### src/rtl/pe_sync_ctrl.sv
// pe_sync_ctrl -- join/fork sequencer for one compute node.
//
// Collects one flit from each enabled input stream (cast always, merge and
// gather when enabled), waits COMPUTE_LAT cycles, then offers the sum of the
// collected flits once on every enabled output stream.  Each output may be
// accepted in a different cycle.  Completed tokens are counted.  After TOTAL
// tokens the block parks in DONE until rst.
//
// Optional feature macro: PE_CTRL_STATS_EN builds the input/output stall
// counters.  Without it, stall_in_o and stall_out_o are tied to 0.
//
// Ports:
//   clk, rst                      clock, synchronous active-high reset
//   cast/merge/gather_*_i/_o      input streams: data, valid in, ready out
//   cast/merge/gather_*_o/_i      output streams: data, valid out, ready in
//   start_o                       pulse on the first cast accept after reset
//   done_o                        high while in DONE
//   count_o                       completed token count
//   stall_in_o, stall_out_o       stall cycle counters (stats build only)
//
// The data width comes from the DW macro; it defaults to 8 if the build does
// not provide it.

`ifndef DW
`define DW 8
`endif

module pe_sync_ctrl #(
  parameter int CAST_OUT    = 0,
  parameter int MERGE_IN    = 0,
  parameter int MERGE_OUT   = 0,
  parameter int GATHER_IN   = 0,
  parameter int GATHER_OUT  = 0,
  parameter int COMPUTE_LAT = 4,
  parameter int TOTAL       = 10000,
  parameter int X           = 0,
  parameter int Y           = 0
) (
  input  logic             clk,
  input  logic             rst,
  input  logic [`DW-1:0]   cast_data_i,
  input  logic             cast_valid_i,
  output logic             cast_ready_o,
  input  logic [`DW-1:0]   merge_data_i,
  input  logic             merge_valid_i,
  output logic             merge_ready_o,
  input  logic [`DW-1:0]   gather_data_i,
  input  logic             gather_valid_i,
  output logic             gather_ready_o,
  output logic [`DW-1:0]   cast_data_o,
  output logic             cast_valid_o,
  input  logic             cast_ready_i,
  output logic [`DW-1:0]   merge_data_o,
  output logic             merge_valid_o,
  input  logic             merge_ready_i,
  output logic [`DW-1:0]   gather_data_o,
  output logic             gather_valid_o,
  input  logic             gather_ready_i,
  output logic             start_o,
  output logic             done_o,
  output logic [31:0]      count_o,
  output logic [31:0]      stall_in_o,
  output logic [31:0]      stall_out_o
);

  // Merge-only output mode overrides the cast and gather output enables.
  localparam bit MERGE_IN_EN   = (MERGE_IN != 0);
  localparam bit GATHER_IN_EN  = (GATHER_IN != 0);
  localparam bit MERGE_OUT_EN  = (MERGE_OUT != 0);
  localparam bit CAST_OUT_EN   = (CAST_OUT != 0) && !MERGE_OUT_EN;
  localparam bit GATHER_OUT_EN = (GATHER_OUT != 0) && !MERGE_OUT_EN;

  typedef enum logic [1:0] {
    COLLECT = 2'd0,
    COMPUTE = 2'd1,
    EMIT    = 2'd2,
    DONE    = 2'd3
  } state_t;

  state_t           state, state_next;
  logic             got_cast, got_merge, got_gather;
  logic             sent_cast, sent_merge, sent_gather;
  logic [`DW-1:0]   hold_cast, hold_merge, hold_gather;
  logic [`DW-1:0]   result;
  logic [7:0]       lat_cnt;
  logic [31:0]      count;
  logic             started;

  logic             cast_acc, merge_acc, gather_acc;
  logic             cast_oacc, merge_oacc, gather_oacc;
  logic             all_got, all_sent;
  logic [31:0]      count_inc;
  logic [`DW-1:0]   sum;

  // Node coordinates only label simulation messages; keep them referenced.
  logic unused_coords;
  assign unused_coords = X[0] ^ Y[0];

  // Handshake decode: ready/valid depend on state and flags only.  rst masks
  // them so every handshake output reads 0 while reset is applied.
  always_comb begin
    cast_ready_o   = !rst && (state == COLLECT) && !got_cast;
    merge_ready_o  = MERGE_IN_EN  && !rst && (state == COLLECT) && !got_merge;
    gather_ready_o = GATHER_IN_EN && !rst && (state == COLLECT) && !got_gather;
    cast_valid_o   = CAST_OUT_EN   && !rst && (state == EMIT) && !sent_cast;
    merge_valid_o  = MERGE_OUT_EN  && !rst && (state == EMIT) && !sent_merge;
    gather_valid_o = GATHER_OUT_EN && !rst && (state == EMIT) && !sent_gather;

    cast_acc    = cast_valid_i   && cast_ready_o;
    merge_acc   = merge_valid_i  && merge_ready_o;
    gather_acc  = gather_valid_i && gather_ready_o;
    cast_oacc   = cast_valid_o   && cast_ready_i;
    merge_oacc  = merge_valid_o  && merge_ready_i;
    gather_oacc = gather_valid_o && gather_ready_i;

    // Captures landing this cycle count towards completion of the join.
    all_got  = (got_cast || cast_acc)
            && (!MERGE_IN_EN  || got_merge  || merge_acc)
            && (!GATHER_IN_EN || got_gather || gather_acc);
    all_sent = (!CAST_OUT_EN   || sent_cast   || cast_oacc)
            && (!MERGE_OUT_EN  || sent_merge  || merge_oacc)
            && (!GATHER_OUT_EN || sent_gather || gather_oacc);

    // Sum uses the live input for any flit captured in the exit cycle.
    sum = cast_acc ? cast_data_i : hold_cast;
    if (MERGE_IN_EN) begin
      sum = sum + (merge_acc ? merge_data_i : hold_merge);
    end else begin
      sum = sum + {`DW{1'b0}};
    end
    if (GATHER_IN_EN) begin
      sum = sum + (gather_acc ? gather_data_i : hold_gather);
    end else begin
      sum = sum + {`DW{1'b0}};
    end

    count_inc = count + 32'd1;
    start_o   = cast_acc && !started;
  end

  // Next-state logic.
  always_comb begin
    state_next = state;
    case (state)
      COLLECT: begin
        if (all_got) begin
          state_next = (COMPUTE_LAT == 0) ? EMIT : COMPUTE;
        end else begin
          state_next = COLLECT;
        end
      end
      COMPUTE: begin
        if (lat_cnt == 8'd1) begin
          state_next = EMIT;
        end else begin
          state_next = COMPUTE;
        end
      end
      EMIT: begin
        if (all_sent) begin
          state_next = (count_inc == TOTAL[31:0]) ? DONE : COLLECT;
        end else begin
          state_next = EMIT;
        end
      end
      DONE:    state_next = DONE;
      default: state_next = COLLECT;
    endcase
  end

  // State register, join/fork flags, token counter and start tracking.
  always_ff @(posedge clk) begin
    if (rst) begin
      state       <= COLLECT;
      got_cast    <= 1'b0;
      got_merge   <= 1'b0;
      got_gather  <= 1'b0;
      sent_cast   <= 1'b0;
      sent_merge  <= 1'b0;
      sent_gather <= 1'b0;
      count       <= 32'd0;
      started     <= 1'b0;
    end else begin
      state <= state_next;
      if (cast_acc)    got_cast    <= 1'b1;
      if (merge_acc)   got_merge   <= 1'b1;
      if (gather_acc)  got_gather  <= 1'b1;
      if (cast_oacc)   sent_cast   <= 1'b1;
      if (merge_oacc)  sent_merge  <= 1'b1;
      if (gather_oacc) sent_gather <= 1'b1;
      if (cast_acc)    started     <= 1'b1;
      if ((state == EMIT) && all_sent) begin
        count       <= count_inc;
        got_cast    <= 1'b0;
        got_merge   <= 1'b0;
        got_gather  <= 1'b0;
        sent_cast   <= 1'b0;
        sent_merge  <= 1'b0;
        sent_gather <= 1'b0;
      end
    end
  end

  // Datapath: hold registers, result snapshot on join completion, latency counter.
  always_ff @(posedge clk) begin
    if (rst) begin
      hold_cast   <= {`DW{1'b0}};
      hold_merge  <= {`DW{1'b0}};
      hold_gather <= {`DW{1'b0}};
      result      <= {`DW{1'b0}};
      lat_cnt     <= 8'd0;
    end else begin
      if (cast_acc)   hold_cast   <= cast_data_i;
      if (merge_acc)  hold_merge  <= merge_data_i;
      if (gather_acc) hold_gather <= gather_data_i;
      if ((state == COLLECT) && all_got) begin
        result  <= sum;
        lat_cnt <= COMPUTE_LAT[7:0];
      end else if (state == COMPUTE) begin
        lat_cnt <= lat_cnt - 8'd1;
      end
    end
  end

  assign cast_data_o   = result;
  assign merge_data_o  = result;
  assign gather_data_o = result;
  assign done_o        = (state == DONE);
  assign count_o       = count;

`ifdef PE_CTRL_STATS_EN
  logic [31:0] stall_in, stall_out;
  logic        in_starved, out_blocked;

  // Stall conditions: an outstanding input with no data, or an outstanding
  // output whose consumer is not ready.
  always_comb begin
    in_starved  = (state == COLLECT)
               && ((!got_cast && !cast_valid_i)
                || (MERGE_IN_EN  && !got_merge  && !merge_valid_i)
                || (GATHER_IN_EN && !got_gather && !gather_valid_i));
    out_blocked = (state == EMIT)
               && ((CAST_OUT_EN   && !sent_cast   && !cast_ready_i)
                || (MERGE_OUT_EN  && !sent_merge  && !merge_ready_i)
                || (GATHER_OUT_EN && !sent_gather && !gather_ready_i));
  end

  // Saturating stall counters.
  always_ff @(posedge clk) begin
    if (rst) begin
      stall_in  <= 32'd0;
      stall_out <= 32'd0;
    end else begin
      if (in_starved && (stall_in != 32'hFFFF_FFFF))   stall_in  <= stall_in + 32'd1;
      if (out_blocked && (stall_out != 32'hFFFF_FFFF)) stall_out <= stall_out + 32'd1;
    end
  end

  assign stall_in_o  = stall_in;
  assign stall_out_o = stall_out;
`else
  assign stall_in_o  = 32'd0;
  assign stall_out_o = 32'd0;
`endif

endmodule

### config.mk
export PLATFORM = sky130hd
export DESIGN_NAME = pe_sync_ctrl
export DESIGN_NICKNAME = d
export VERILOG_FILES = /design/src/rtl/pe_sync_ctrl.sv
export SDC_FILE = /design/constraint.sdc
export NUM_CORES = 1
export LEC_CHECK = 0
export ABC_AREA = 0
export BUFFER_PORTS_ARGS = -buffer_cell sky130_fd_sc_hd__buf_2
export CAP_MARGIN = 20
export CORE_MARGIN = 3
export CORE_UTILIZATION = 48
export CTS_BUF_LIST = sky130_fd_sc_hd__clkbuf_4 sky130_fd_sc_hd__clkbuf_8 sky130_fd_sc_hd__clkbuf_16
export DETAILED_ROUTE_END_ITERATION = 6
export GPL_ROUTABILITY_DRIVEN = 0
export PLACE_DENSITY = 0.85
export REMOVE_ABC_BUFFERS = 1
export SLEW_MARGIN = 20
export SYNTH_ARGS = -nofsm -noshare
export SYNTH_HDL_FRONTEND = slang
export SYNTH_SLANG_ARGS = --single-unit
### constraint.sdc
create_clock -name clk -period 2.5 [get_ports clk]
set_input_delay 0.5 -clock clk [delete_from_list [all_inputs] [get_ports clk]]
set_output_delay 0.5 -clock clk [all_outputs]
set_load 0.01 [all_outputs]
== Word level (Yosys, flattened, before mapping) ==
Cells that the tools add are included.
W data, S select, Z words.

* Word-level logic and storage cells: 35
* Register bits: 60
* Output and inout bits: 128
* Bits of input ports: 32

* Equality and inequality tests: 5
* $add $sub $neg: 2
* Mux-type cells: 7
* Reduce and logical (&&, ||, !) cells: 13

{| class="wikitable"
|+ Operators by type and width
! operator !! count
|-
| $add A32 B1 Y32 const B || 1
|-
| $eq A32 B14 Y1 const B || 1
|-
| $eq A8 B1 Y1 const B || 1
|-
| $mux W8 || 1
|-
| $pmux W2 S4 || 1
|-
| $sub A8 B1 Y8 const B || 1
|-
| $mux W3 || 2
|-
| $logic_and A1 B1 Y1 || 5
|-
| $eq A2 B2 Y1 const B || 2
|-
| $mux W2 || 2
|-
| $reduce_or A2 Y1 || 2
|-
| $logic_not A1 Y1 || 3
|-
| $eq A2 B1 Y1 const B || 1
|-
| $logic_not A2 Y1 || 1
|-
| $reduce_bool A2 Y1 || 1
|-
| $logic_or A1 B1 Y1 || 1
|-
| $mux W1 || 1
|}

== Longest topological paths before layout ==
Gate-level depths: netlist of run 1.

* Depth in word-level cells: 7
* Gate-level depth with buffers: 10
* Mapped depth without buffers: 8

== Least setup slack after synthesis of run 1 ==
OpenSTA, ideal clock, no wires.

* Kind: register to register
* Start point: register count[0] (netlist: count_o[0])
* End point: register state[0]
* Required time: 2.421 ns
* Library setup time: 0.079 ns
* Data arrival time: 2.079 ns
* Path buffers: 1
* Period minus slack after synthesis: 2.158 ns
* Stages on the path, launching flop included: 10
* Slack: 0.342 ns
* Cell sequence: dfxtp_1 ha_1 and3_1 and4_4 buf_6 a311oi_1 o22ai_1 nor4b_2 a31oi_1 a211oi_2

* Cells in the longest elaborated chain, start to end: 4

{| class="wikitable"
|+ Ends and longest elaborated chain
! what !! line !! source
|-
| start, declared || 86 || <nowiki>logic [31:0] count;</nowiki>
|-
| start signal, assigned || 193 || <nowiki>count <= count_inc;</nowiki>
|-
| $add A32 B1 Y32 || 137 || <nowiki>count_inc = count + 32'd1;</nowiki>
|-
| $eq A32 B14 Y1 || 161 || <nowiki>state_next = (count_inc == TOTAL[31:0]) ? DONE : COLLECT;</nowiki>
|-
| $mux W2 || 161 ||
|-
| $pmux W2 S4 || 144 || <nowiki>case (state)</nowiki>
|-
| end signal, assigned || 184 || <nowiki>state <= state_next;</nowiki>
|-
| end, declared || 80 || <nowiki>state_t state, state_next;</nowiki>
|}

Every way passes these cells.
A chain may end at the register's enable or synchronous reset.

== Final worst setup path of run 1 ==
* Start point: register count[1] (netlist: count_o[1])
* End point: register state[0]

Same word-level chain as after synthesis.

==> results by group, run 1 <==
CTS
  – H-tree depth: 3
  – CTS tree: built
  – Skew-Pair Late Insertion Delay: 0.34 ns
  – Clock buffer depth: 2
  – Post-CTS Setup Bufs: 0
  – Reg clk slew, reported paths: 0.08 ns
  – CTS Buf Count: 9
  – Clk root buf: clkbuf_8
  – Clock Sink Count: 60
  – CTS Hold Buffers Added: 0

Place
  – Placed cell count: 599
  – DP HPWL: 5.75 mm
  – Port Buffers: 69

Power
  – Logic pwr share: 0.172
  – Clock power frac: 0.373
  – Total Power: 0.00238 W
  – Sw Pwr: 0.000728 W
  – Leakage power: 1.84 nW
  – VDD IR max: 0.444 mV
  – Share of power burned in registers: 0.455
  – Sw Ratio: 0.306
  – Internal Pwr Total: 0.00165 W
  – P per Cell Area: 583 nW/um2

Worst setup path
  – Crit path cell chain: ha_2 > and3_1 > and4_4 > and4_1 > o22ai_1 > nor4b_2 > a31oi_1 > a211oi_2
  – Critical path's largest stage delay: 0.47 ns
  – Reg2Reg Depth: 8
  – Worst path arrival time: 2.59 ns
  – Critical path launch point type: register
  – CP max FO: 12
  – Reg2reg start: count_o[1]
  – FF-to-FF End: state[0]
  – Reg2reg setup slack: 0.18 ns
  – Setup crit end kind: register
  – Crit path kind: register to register
  – Worst path required time: 2.77 ns
  – Worst path slowest cell: dfxtp_1

Floorplanning
  – Num ports: 160
  – Core ar.: 7450 um2
  – Cell Rows: 31
  – Starting density of the core: 0.506
  – Die width: 94.6 um
  – Chip height: 94.6 um
  – Die area: 8950 um2

Timing
  – WHS: 0.440 ns
  – Highest Clock Rate: 431 MHz
  – Slew Limit Fails: 0
  – Post-route clock period utilization: 0.929
  – Unrepaired setup endpoints after global routing: false
  – Clk_skew: 0.0115 ns
  – Final hold vios: 0
  – Tightest Pin Transition: 0.612 ns
  – Final setup vio count: 0
  – Crit path time final: 2.32 ns
  – Slew headroom: 0.586

Layout
  – ANT cells: 0
  – Final #Nets: 547
  – Syn-to-layout area delta: 8.17%
  – Non-filler cells in the finished layout: 615
  – Share of cells above drive strength 1: 0.244
  – # fillers: 690

Logic synthesis
  – Synth unique cells: 53
  – Post-synth EDFFs: 0
  – Yosys top cell area share: 0.319
  – Top FF cell, synth: dfxtp_1
  – Avg Cell Area, Syn: 8.37 um2
  – Sequential area share after synthesis: 0.319
  – Flop and latch count out of synthesis: 60
  – Count leader, synth: buf_4
  – Mapped cell area: 3770 um2
  – Leading area contributor after synthesis: dfxtp_1
  – Largest cells by area after synthesis: dfxtp_1 (32%), buf_4 (17%), xor2_1 (6.3%)
  – Synth warn: 0
  – Mapped Cells: 450
  – Async SR Flop Fraction: 0
  – Post-synth top cells: buf_4 (87), dfxtp_1 (60), nor2_1 (56)

Min path
  – Hold path depth: 3
  – HP Start: cast_data_i[3]
  – Hold EP: hold_cast[3]
  – Worst Hold Class: input pin to register

Routing
  – Initial DRC count: 134
  – Routed WL: 8.04 mm
  – Drt wl/cell: 13.1 um
  – DR WL met2: 3.95 mm
  – First-pass iteration count of the detailed router: 4
  – Via Count: 3139
  – Antenna-violating nets left: 0
  – WL met1: 3.34 mm
  – Met3 Wirelength: 619 um
  – # DRC: 0
  – Uppermost layer routed: met4
  – Vias per cell: 5.10

Global route
  – Global-route wire length before repair: 12.7 mm
  – Total gr overflow: 0
  – All-Layer GR Usage: 0.177
  – Initial antenna violation count: 0
  – Vias in the first global route: 2753
  – Largest net degree at the start of global routing: 48

Status
  – Outcome: finished, final reports clean

Job
  – Max Cap Violations: 0
-- through the flow --
stage	utilization	area [um2]	setup TNS (ns)	setup slack, ns
after floorplan	-	3240	-3.87	-0.360
after global placement	0.520	3870	0	0.256
after detailed placement	0.520	3870	0	0.171
after CTS	0.547	4070	0	0.113
after global routing	0.547	4080	0	0.00472
final	0.547	4080	0	0.178
-- how the worst max path moves through the flow --
stage / to / startpoint / slack [ns] / cells after the start
finish: state[0] / count_o[1] / 0.18 / 8
global route: state[0] / count_o[1] / 0.005 / 8
CTS: state[0] / count_o[0] / 0.11 / 8
detailed placement: state[0] / count_o[0] / 0.17 / 8
global placement: state[0] / count_o[0] / 0.26 / 8
floorplan: start_o / rst / -0.36 / 3
-- sequential cells by signal, indices dropped and copies added (netlist names) --
name / flops
cast_data_o: 8
count_o: 32
got_cast: 1
hold_cast: 8
lat_cnt: 8
started: 1
state: 2
-- worst max-delay path, delay by kind of cell (launching register included) --
kind / cells / cell delay (ns)
AND/OR/NAND/NOR: 4 / 1.09
flip-flops: 1 / 0.47
AO/OA/AOI/OAI: 3 / 0.41
adder cells (fa/ha/maj): 1 / 0.29
-- layer usage --
layer / GRT usage / vias to the layer above
li1: - / 1513
met5: 0 / -
met3: 0.0526 / 14
met2: 0.298 / 134
met4: 0.0613 / 0
met1: 0.214 / 1478
-- final cells by class --
cell class | count | area [um2] | share of cell area
flip-flops and latches | 60 | 1200 | 0.295
well taps | 99 | 124 | 0.0304
multi-input cells | 347 | 2040 | 0.500
inverters | 3 | 11.3 | 0.00276
clock inverters | 7 | 75.1 | 0.0184
repair buffers | 90 | 503 | 0.123
clock buffers | 9 | 124 | 0.0304
-- timing repair --
item                                   4_1_cts  5_1_grt
setup endpoints to repair                    0        1
endpoints found under the hold margin        0        0
gates resized for setup                      0        3
-- cell usage in the layout (no fill, tap or decap), drive strengths merged, types with 2 or more instances in the layout --
master / count
buf: 90
conb: 69
dfxtp: 60
nor2: 56
nand3: 30
nand2: 27
xor2: 27
a21oi: 18
xnor2: 17
nand4: 16
clkbuf: 9
o22a: 8
nor3: 8
and4: 8
nor4: 6
nand2b: 5
a211oi: 5
clkinv: 5
and2: 4
o21ai: 4
and3: 4
inv: 4
nor4b: 4
or3: 4
ha: 4
a2111oi: 3
nor2b: 2
or2: 2
a31o: 2
o211ai: 2
a31oi: 2
-- kinds of logic after synthesis --
family          count (synthesis)  share of synthesized area
simple gates                  180                      0.256
buf+inv                       111                      0.211
flops                          60                      0.319
compound gates                 50                     0.0976
xor+xnor                       44                      0.102
fa+ha+maj                       4                     0.0133
other cells                     1                   0.000995
-- power by group through the flow --
stage	clock [W]	sequential [W]	combinational, W
3_5_place_dp	0	0.00110	0.000408
2_1_floorplan	0	0.00114	0.000218
6_report	0.000886	0.00108	0.000408
4_1_cts	0.000902	0.00108	0.000410
5_1_grt	0.000947	0.00109	0.000460
3_3_place_gp	0	0.00110	0.000398
(Power assumes the default switching activity.)
==> inputs of run 2 (changes only) <==
--- a/config.mk
+++ b/config.mk
@@ -8,6 +8,7 @@
 export ABC_AREA = 0
 export BUFFER_PORTS_ARGS = -buffer_cell sky130_fd_sc_hd__buf_2
 export CAP_MARGIN = 20
+export CORE_ASPECT_RATIO = 0.75
 export CORE_MARGIN = 3
 export CORE_UTILIZATION = 48
 export CTS_BUF_LIST = sky130_fd_sc_hd__clkbuf_4 sky130_fd_sc_hd__clkbuf_8 sky130_fd_sc_hd__clkbuf_16
==> run 2 against run 1 <==
Final cell count down 0.33%. Die area up 0.13%. Power rose by 4.1%. Setup slack lost 0.039 ns. Routed wire length up 1.3%. Critical path depth shrank 1. Via count down 1.8%. First-iteration DRC count increased by 110%. Clock power is 10% higher. Fmax fell by 1.7%. Non-clock buffer count is 4 lower. Largest power group unchanged.
==> results by group, run 2 (synthesized netlist as in run 1, its figures left out) <==
Floorplanning
  – Die area: 8960 um2 (+0.13%)
  – Die width: 108 um (+14%)
  – Num ports: 160 (unchanged)
  – Chip height: 82.7 um (-13%)
  – Core ar.: 7470 um2 (+0.25%)
  – Cell Rows: 27 (-13%)
  – Starting density of the core: 0.505 (-0.00127)

Worst setup path
  – Reg2Reg Depth: 7 (-1)
  – Worst setup startpoint: count_o[2]
  – FF-to-FF End: state[0]
  – CP Capture Point: state[0]
  – Worst path required time: 2.76 ns (about the same)
  – Setup crit end kind: register
  – Worst path arrival time: 2.62 ns (+0.03 ns)
  – CP max FO: 9 (-3)
  – Reg2reg start: count_o[2]
  – Reg2reg setup slack: 0.14 ns (-0.04 ns)
  – Critical path launch point type: register
  – Crit path kind: register to register

Layout
  – ANT cells: 0 (unchanged)
  – Share of cells above drive strength 1: 0.240 (-0.00395)
  – Most frequent cells in the layout: conb_1 (69), buf_2 (69), dfxtp_1 (58), nor2_1 (56), nand3_1 (29)
  – Register Area: 1200 um2 (+0.10%)
  – Fin area: 4080 um2 (about the same)
  – Footprint of the multi-input gates: 2040 um2 (+0.25%)
  – Max reg flops: 32 (unchanged)
  – Final #Nets: 543 (-0.73%)
  – # fillers: 660 (-4.3%)
  – Syn-to-layout area delta: 8.24% (about the same)

Routing
  – Drt wl/cell: 13.3 um (+1.6%)
  – Initial DRC count: 282 (+110%)
  – Antenna-violating nets left: 0 (unchanged)
  – Vias per cell: 5.03 (-1.5%)
  – Via Count: 3081 (-1.8%)
  – First-pass iteration count of the detailed router: 4 (unchanged)
  – # DRC: 0 (unchanged)
  – Routed WL: 8.14 mm (+1.3%)

CTS
  – CTS Hold Buffers Added: 0 (unchanged)
  – Clock buffer depth: 2 (unchanged)
  – Reg clk slew, reported paths: 0.08 ns (about the same)
  – H-tree depth: 3 (unchanged)
  – Skew-Pair Late Insertion Delay: 0.34 ns (about the same)
  – Clk root buf: clkbuf_8
  – CTS tree: built
  – Clock Sink Count: 60 (unchanged)
  – CTS Buf Count: 9 (unchanged)

Power
  – VDD IR max: 0.336 mV (-24%)
  – Leakage power: 1.83 nW (-0.82%)
  – P per Cell Area: 607 nW/um2 (+4.1%)
  – Total Power: 0.00247 W (+4.1%)

Global route
  – Largest net degree at the start of global routing: 48 (unchanged)
  – Initial antenna violation count: 0 (unchanged)
  – All-Layer GR Usage: 0.181 (+0.00368)
  – Total gr overflow: 0 (unchanged)
  – Vias in the first global route: 2655 (-3.6%)
  – Global-route wire length before repair: 12.8 mm (+0.92%)

Min path
  – Worst Hold Class: input pin to register
  – HP Start: cast_data_i[5]

Timing
  – Slew Limit Fails: 0 (unchanged)
  – WHS: 0.444 ns (+0.00396 ns)
  – Unrepaired setup endpoints after global routing: false
  – Highest Clock Rate: 423 MHz (-1.7%)
  – Post-route clock period utilization: 0.945 (+0.0157)
  – Tightest Pin Transition: 0.636 ns (+0.0239 ns)
  – Slew headroom: 0.570 (-0.0161)
  – Crit path time final: 2.36 ns (+0.0393 ns)
  – Final setup vio count: 0 (unchanged)
  – Final hold vios: 0 (unchanged)
  – Clk_skew: 0.00569 ns (-0.00583 ns)

Place
  – Placed Instance Area: 3840 um2 (-0.71%)
  – DP HPWL: 5.91 mm (+2.6%)
  – Port Buffers: 69 (unchanged)

Job
  – Max Cap Violations: 0 (unchanged)

Status
  – Outcome: finished, final reports clean
-- run 2: cell count changes in the layout (fill, tap and decap cells not counted), sizes merged --
cell,delta
buf,-4
bufinv,+1
clkinv,-2
clkinvlp,+1
-- run 2: cell type report --
| class | instances | share of cell area |
|---|---|---|
| multi-input cells | 347 | 0.500 |
| flip-flops and latches | 60 | 0.295 |
| repair buffers | 86 | 0.116 |
| well taps | 101 | 0.0310 |
| clock buffers | 9 | 0.0304 |
| clock inverters | 7 | 0.0242 |
| inverters | 3 | 0.00276 |
-- run 2: metal layers --
layer,up-vias,routed length [um],global-route usage
li1,1509,-,-
met1,1425,3600,0.237
met4,0,94,0.0504
met5,-,0,0
met2,138,3800,0.293
met3,9,647,0.0505
-- run 2: critical path, cell delays in order (launching register included) --
cell and delay (ns):
dfxtp_1 0.48, and4_1 0.43, and4_1 0.34, and4_2 0.25, o22ai_1 0.10, nor4b_2 0.35, a31oi_1 0.14, a211oi_2 0.20
-- run 2: metrics by stage --
step,setup TNS (ns),instances,util,worst slack (ns)
6_report,0,613,0.546,0.138
5_1_grt,0,613,0.546,0.0112
4_1_cts,0,613,0.545,0.110
3_5_place_dp,0,597,0.515,0.121
3_3_place_gp,0,597,0.515,0.219
2_1_floorplan,-3.87,410,-,-0.360
-- run 2: worst min path at each step --
stage,cells past startpoint,slack (ns),to
2_1_floorplan,2,0.43,hold_cast[0]
3_3_place_gp,2,0.45,hold_cast[0]
3_5_place_dp,2,0.45,hold_cast[4]
4_1_cts,3,0.44,hold_cast[5]
5_1_grt,3,0.44,hold_cast[3]
6_report,3,0.44,hold_cast[5]
-- run 2: where the power goes --
group	leakage, nW	internal (W)	switching [W]	total, W
logic	1.23	0.000160	0.000254	0.000414
registers	0.488	0.00102	0.0000588	0.00108
clock network	0.110	0.000566	0.000412	0.000978
total	1.83	0.00175	0.000725	0.00247
-- run 2: timing repair --
action	in CTS	in global routing
gates resized for setup	0	4
endpoints found under the setup margin	0	1
buffers inserted	0	0
==> inputs of run 3 (changes only) <==
--- a/config.mk
+++ b/config.mk
@@ -14,7 +14,7 @@
 export CTS_BUF_LIST = sky130_fd_sc_hd__clkbuf_4 sky130_fd_sc_hd__clkbuf_8 sky130_fd_sc_hd__clkbuf_16
 export DETAILED_ROUTE_END_ITERATION = 6
 export GPL_ROUTABILITY_DRIVEN = 0
-export PLACE_DENSITY = 0.85
+export PLACE_DENSITY = 0.8
 export REMOVE_ABC_BUFFERS = 1
 export SLEW_MARGIN = 20
 export SYNTH_ARGS = -nofsm -noshare
==> run 3 against run 2 <==
Critical path depth up 1. Routed wire length increased by 3.8%. Worst hold slack lost 0.0069 ns. Sequential cell count did not move. First-iteration DRC count decreased by 26%. Clock power is essentially flat. Die area unchanged. Sequential share of layout area down 0.14 points. Setup slack better by 0.047 ns. Largest cell class unchanged. Highest routed layer unchanged.
==> results by group, run 3 (synthesized netlist as in run 1, its figures left out) <==
Timing
  – Tightest Pin Transition: 0.611 ns (-0.0247 ns)
  – Final setup vio count: 0 (unchanged)
  – Post-route clock period utilization: 0.926 (-0.0187)
  – Slew headroom: 0.587 (+0.0167)
  – Slew Limit Fails: 0 (unchanged)
  – Final hold vios: 0 (unchanged)
  – Final WS setup: 0.185 ns (+0.0468 ns)
  – Crit path time final: 2.31 ns (-0.0468 ns)
  – Highest Clock Rate: 432 MHz (+2.0%)
  – Clk_skew: 0.00968 ns (+0.00399 ns)
  – Unrepaired setup endpoints after global routing: false

Worst setup path
  – Setup crit end kind: register
  – CP max FO: 12 (+3)
  – Critical path's largest stage delay: 0.45 ns (-0.03 ns)
  – Critical path launch point type: register
  – Crit path cell chain: ha_1 > and3_2 > and4_4 > and4_1 > o22ai_1 > nor4b_2 > a31oi_1 > a211oi_2
  – Worst path slowest cell: dfxtp_1
  – Buf/Inv on CP: 0 (unchanged)
  – Crit path kind: register to register
  – Worst path arrival time: 2.59 ns (-0.03 ns)
  – Worst path required time: 2.77 ns (about the same)
  – CP top delay family: simple AND/OR/NAND/NOR gates

Global route
  – Global-route wire length before repair: 13.6 mm (+6.3%)
  – Total gr overflow: 0 (unchanged)
  – All-Layer GR Usage: 0.192 (+0.0114)
  – Vias in the first global route: 2905 (+9.4%)
  – Largest net degree at the start of global routing: 48 (unchanged)
  – Initial antenna violation count: 0 (unchanged)

Layout
  – Fin area: 4090 um2 (+0.37%)
  – Syn-to-layout area delta: 8.64%
  – Max reg flops: 32 (unchanged)
  – Final #Nets: 547 (+0.74%)
  – Share of cells above drive strength 1: 0.240 (about the same)
  – Non-filler cells in the finished layout: 617 (+0.65%)
  – Most frequent cells in the layout: conb_1 (69), buf_2 (69), dfxtp_1 (59), nor2_1 (56), nand3_1 (29)
  – ANT cells: 0 (unchanged)
  – Post-route core utilization: 0.548 (+0.00201)

Floorplanning
  – Core ar.: 7470 um2 (unchanged)
  – Num ports: 160 (unchanged)
  – Chip height: 82.7 um (unchanged)
  – Cell Rows: 27 (unchanged)
  – Starting density of the core: 0.505 (unchanged)
  – Die area: 8960 um2 (unchanged)
  – Die width: 108 um (unchanged)

Place
  – Pre-CTS setup slack: 0.165 ns (+0.0436 ns)
  – DP HPWL: 6.16 mm (+4.3%)
  – Port Buffers: 69 (unchanged)
  – Placed Instance Area: 3870 um2 (+0.62%)
  – Placed cell count: 601 (+0.67%)

Power
  – VDD IR max: 0.295 mV (-12%)
  – P per Cell Area: 606 nW/um2 (-0.11%)
  – Leakage power: 1.85 nW (+1.3%)
  – Total Power: 0.00248 W (+0.25%)

CTS
  – Skew-Pair Late Insertion Delay: 0.35 ns (about the same)
  – Clock buffer depth: 2 (unchanged)
  – CTS Hold Buffers Added: 0 (unchanged)
  – Reg clk slew, reported paths: 0.08 ns (about the same)
  – Post-CTS Setup Bufs: 0 (unchanged)
  – Clk root buf: clkbuf_8
  – CTS Buf Count: 9 (unchanged)
  – H-tree depth: 3 (unchanged)
  – Clock Sink Count: 60 (unchanged)
  – CTS tree: built

Routing
  – Vias per cell: 5.10 (+1.4%)
  – Via Count: 3144 (+2.0%)
  – Initial DRC count: 208 (-26%)
  – Routed WL: 8.45 mm (+3.8%)
  – Drt wl/cell: 13.7 um (+3.1%)
  – First-pass iteration count of the detailed router: 4 (unchanged)
  – # DRC: 0 (unchanged)
  – Antenna-violating nets left: 0 (unchanged)

Status
  – Outcome: finished, final reports clean

Job
  – Max Cap Violations: 0 (unchanged)

Min path
  – Worst Hold Class: input pin to register
[run 3: cell types whose count changed in the layout (fill, tap and decap cells not counted), sizes merged]
cell and delta:
buf +4, clkinv -1, inv +1
[run 3: final cells by class]
| type | instances | area (um2) |
|---|---|---|
| clock buffer | 9 | 124 |
| clock inverter | 7 | 98.8 |
| fill | 675 | 3370 |
| inverter | 3 | 11.3 |
| multi-input combinational | 347 | 2030 |
| sequential | 60 | 1200 |
| tap | 101 | 126 |
| timing repair buffer | 90 | 503 |
[run 3: path summary, 6_finish.rpt]
check | to | depth (start not counted) | slack [ns] | from
worst max-delay path | state[0] | 8 | 0.19 | count_o[1]
worst min-delay path | hold_cast[0] | 3 | 0.44 | cast_data_i[0]
worst max register to register | state[0] | 8 | 0.19 | count_o[1]
worst min register to register | hold_cast[3] | 2 | 0.46 | hold_cast[3]
[run 3: timing repair]
action,CTS,global route
resized for setup,0,2
hold endpoints to repair,0,0
setup endpoints to repair,0,1
[run 3: per-stage QoR]
| stage | hold WS [ns] | setup TNS (ns) |
|---|---|---|
| 2_1_floorplan | 0.433 | -3.87 |
| 3_3_place_gp | 0.447 | 0 |
| 3_5_place_dp | 0.453 | 0 |
| 4_1_cts | 0.424 | 0 |
| 5_1_grt | 0.435 | 0 |
| 6_report | 0.437 | 0 |
[run 3: worst reg2reg max path, cell delays in order (launching register included)]
cell and delay [ns]:
dfxtp_1 0.45, ha_1 0.30, and3_2 0.27, and4_4 0.31, and4_1 0.20, o22ai_1 0.08
nor4b_2 0.30, a31oi_1 0.13, a211oi_2 0.20
[run 3: layer usage]
metal / vias up / track usage / part of all wire / routed length, um
met5: - / 0 / 0 / 0
met1: 1492 / 0.239 / 0.43 / 3600
met3: 14 / 0.0528 / 0.073 / 614
met2: 118 / 0.324 / 0.49 / 4110
met4: 0 / 0.0668 / 0.015 / 128
li1: 1520 / - / - / -
[run 3: where the power goes]
group | internal [W] | leakage, nW | switching [W]
Sequential | 0.00102 | 0.487 | 0.0000588
Combinational | 0.000159 | 1.25 | 0.000258
Clock | 0.000567 | 0.110 | 0.000413
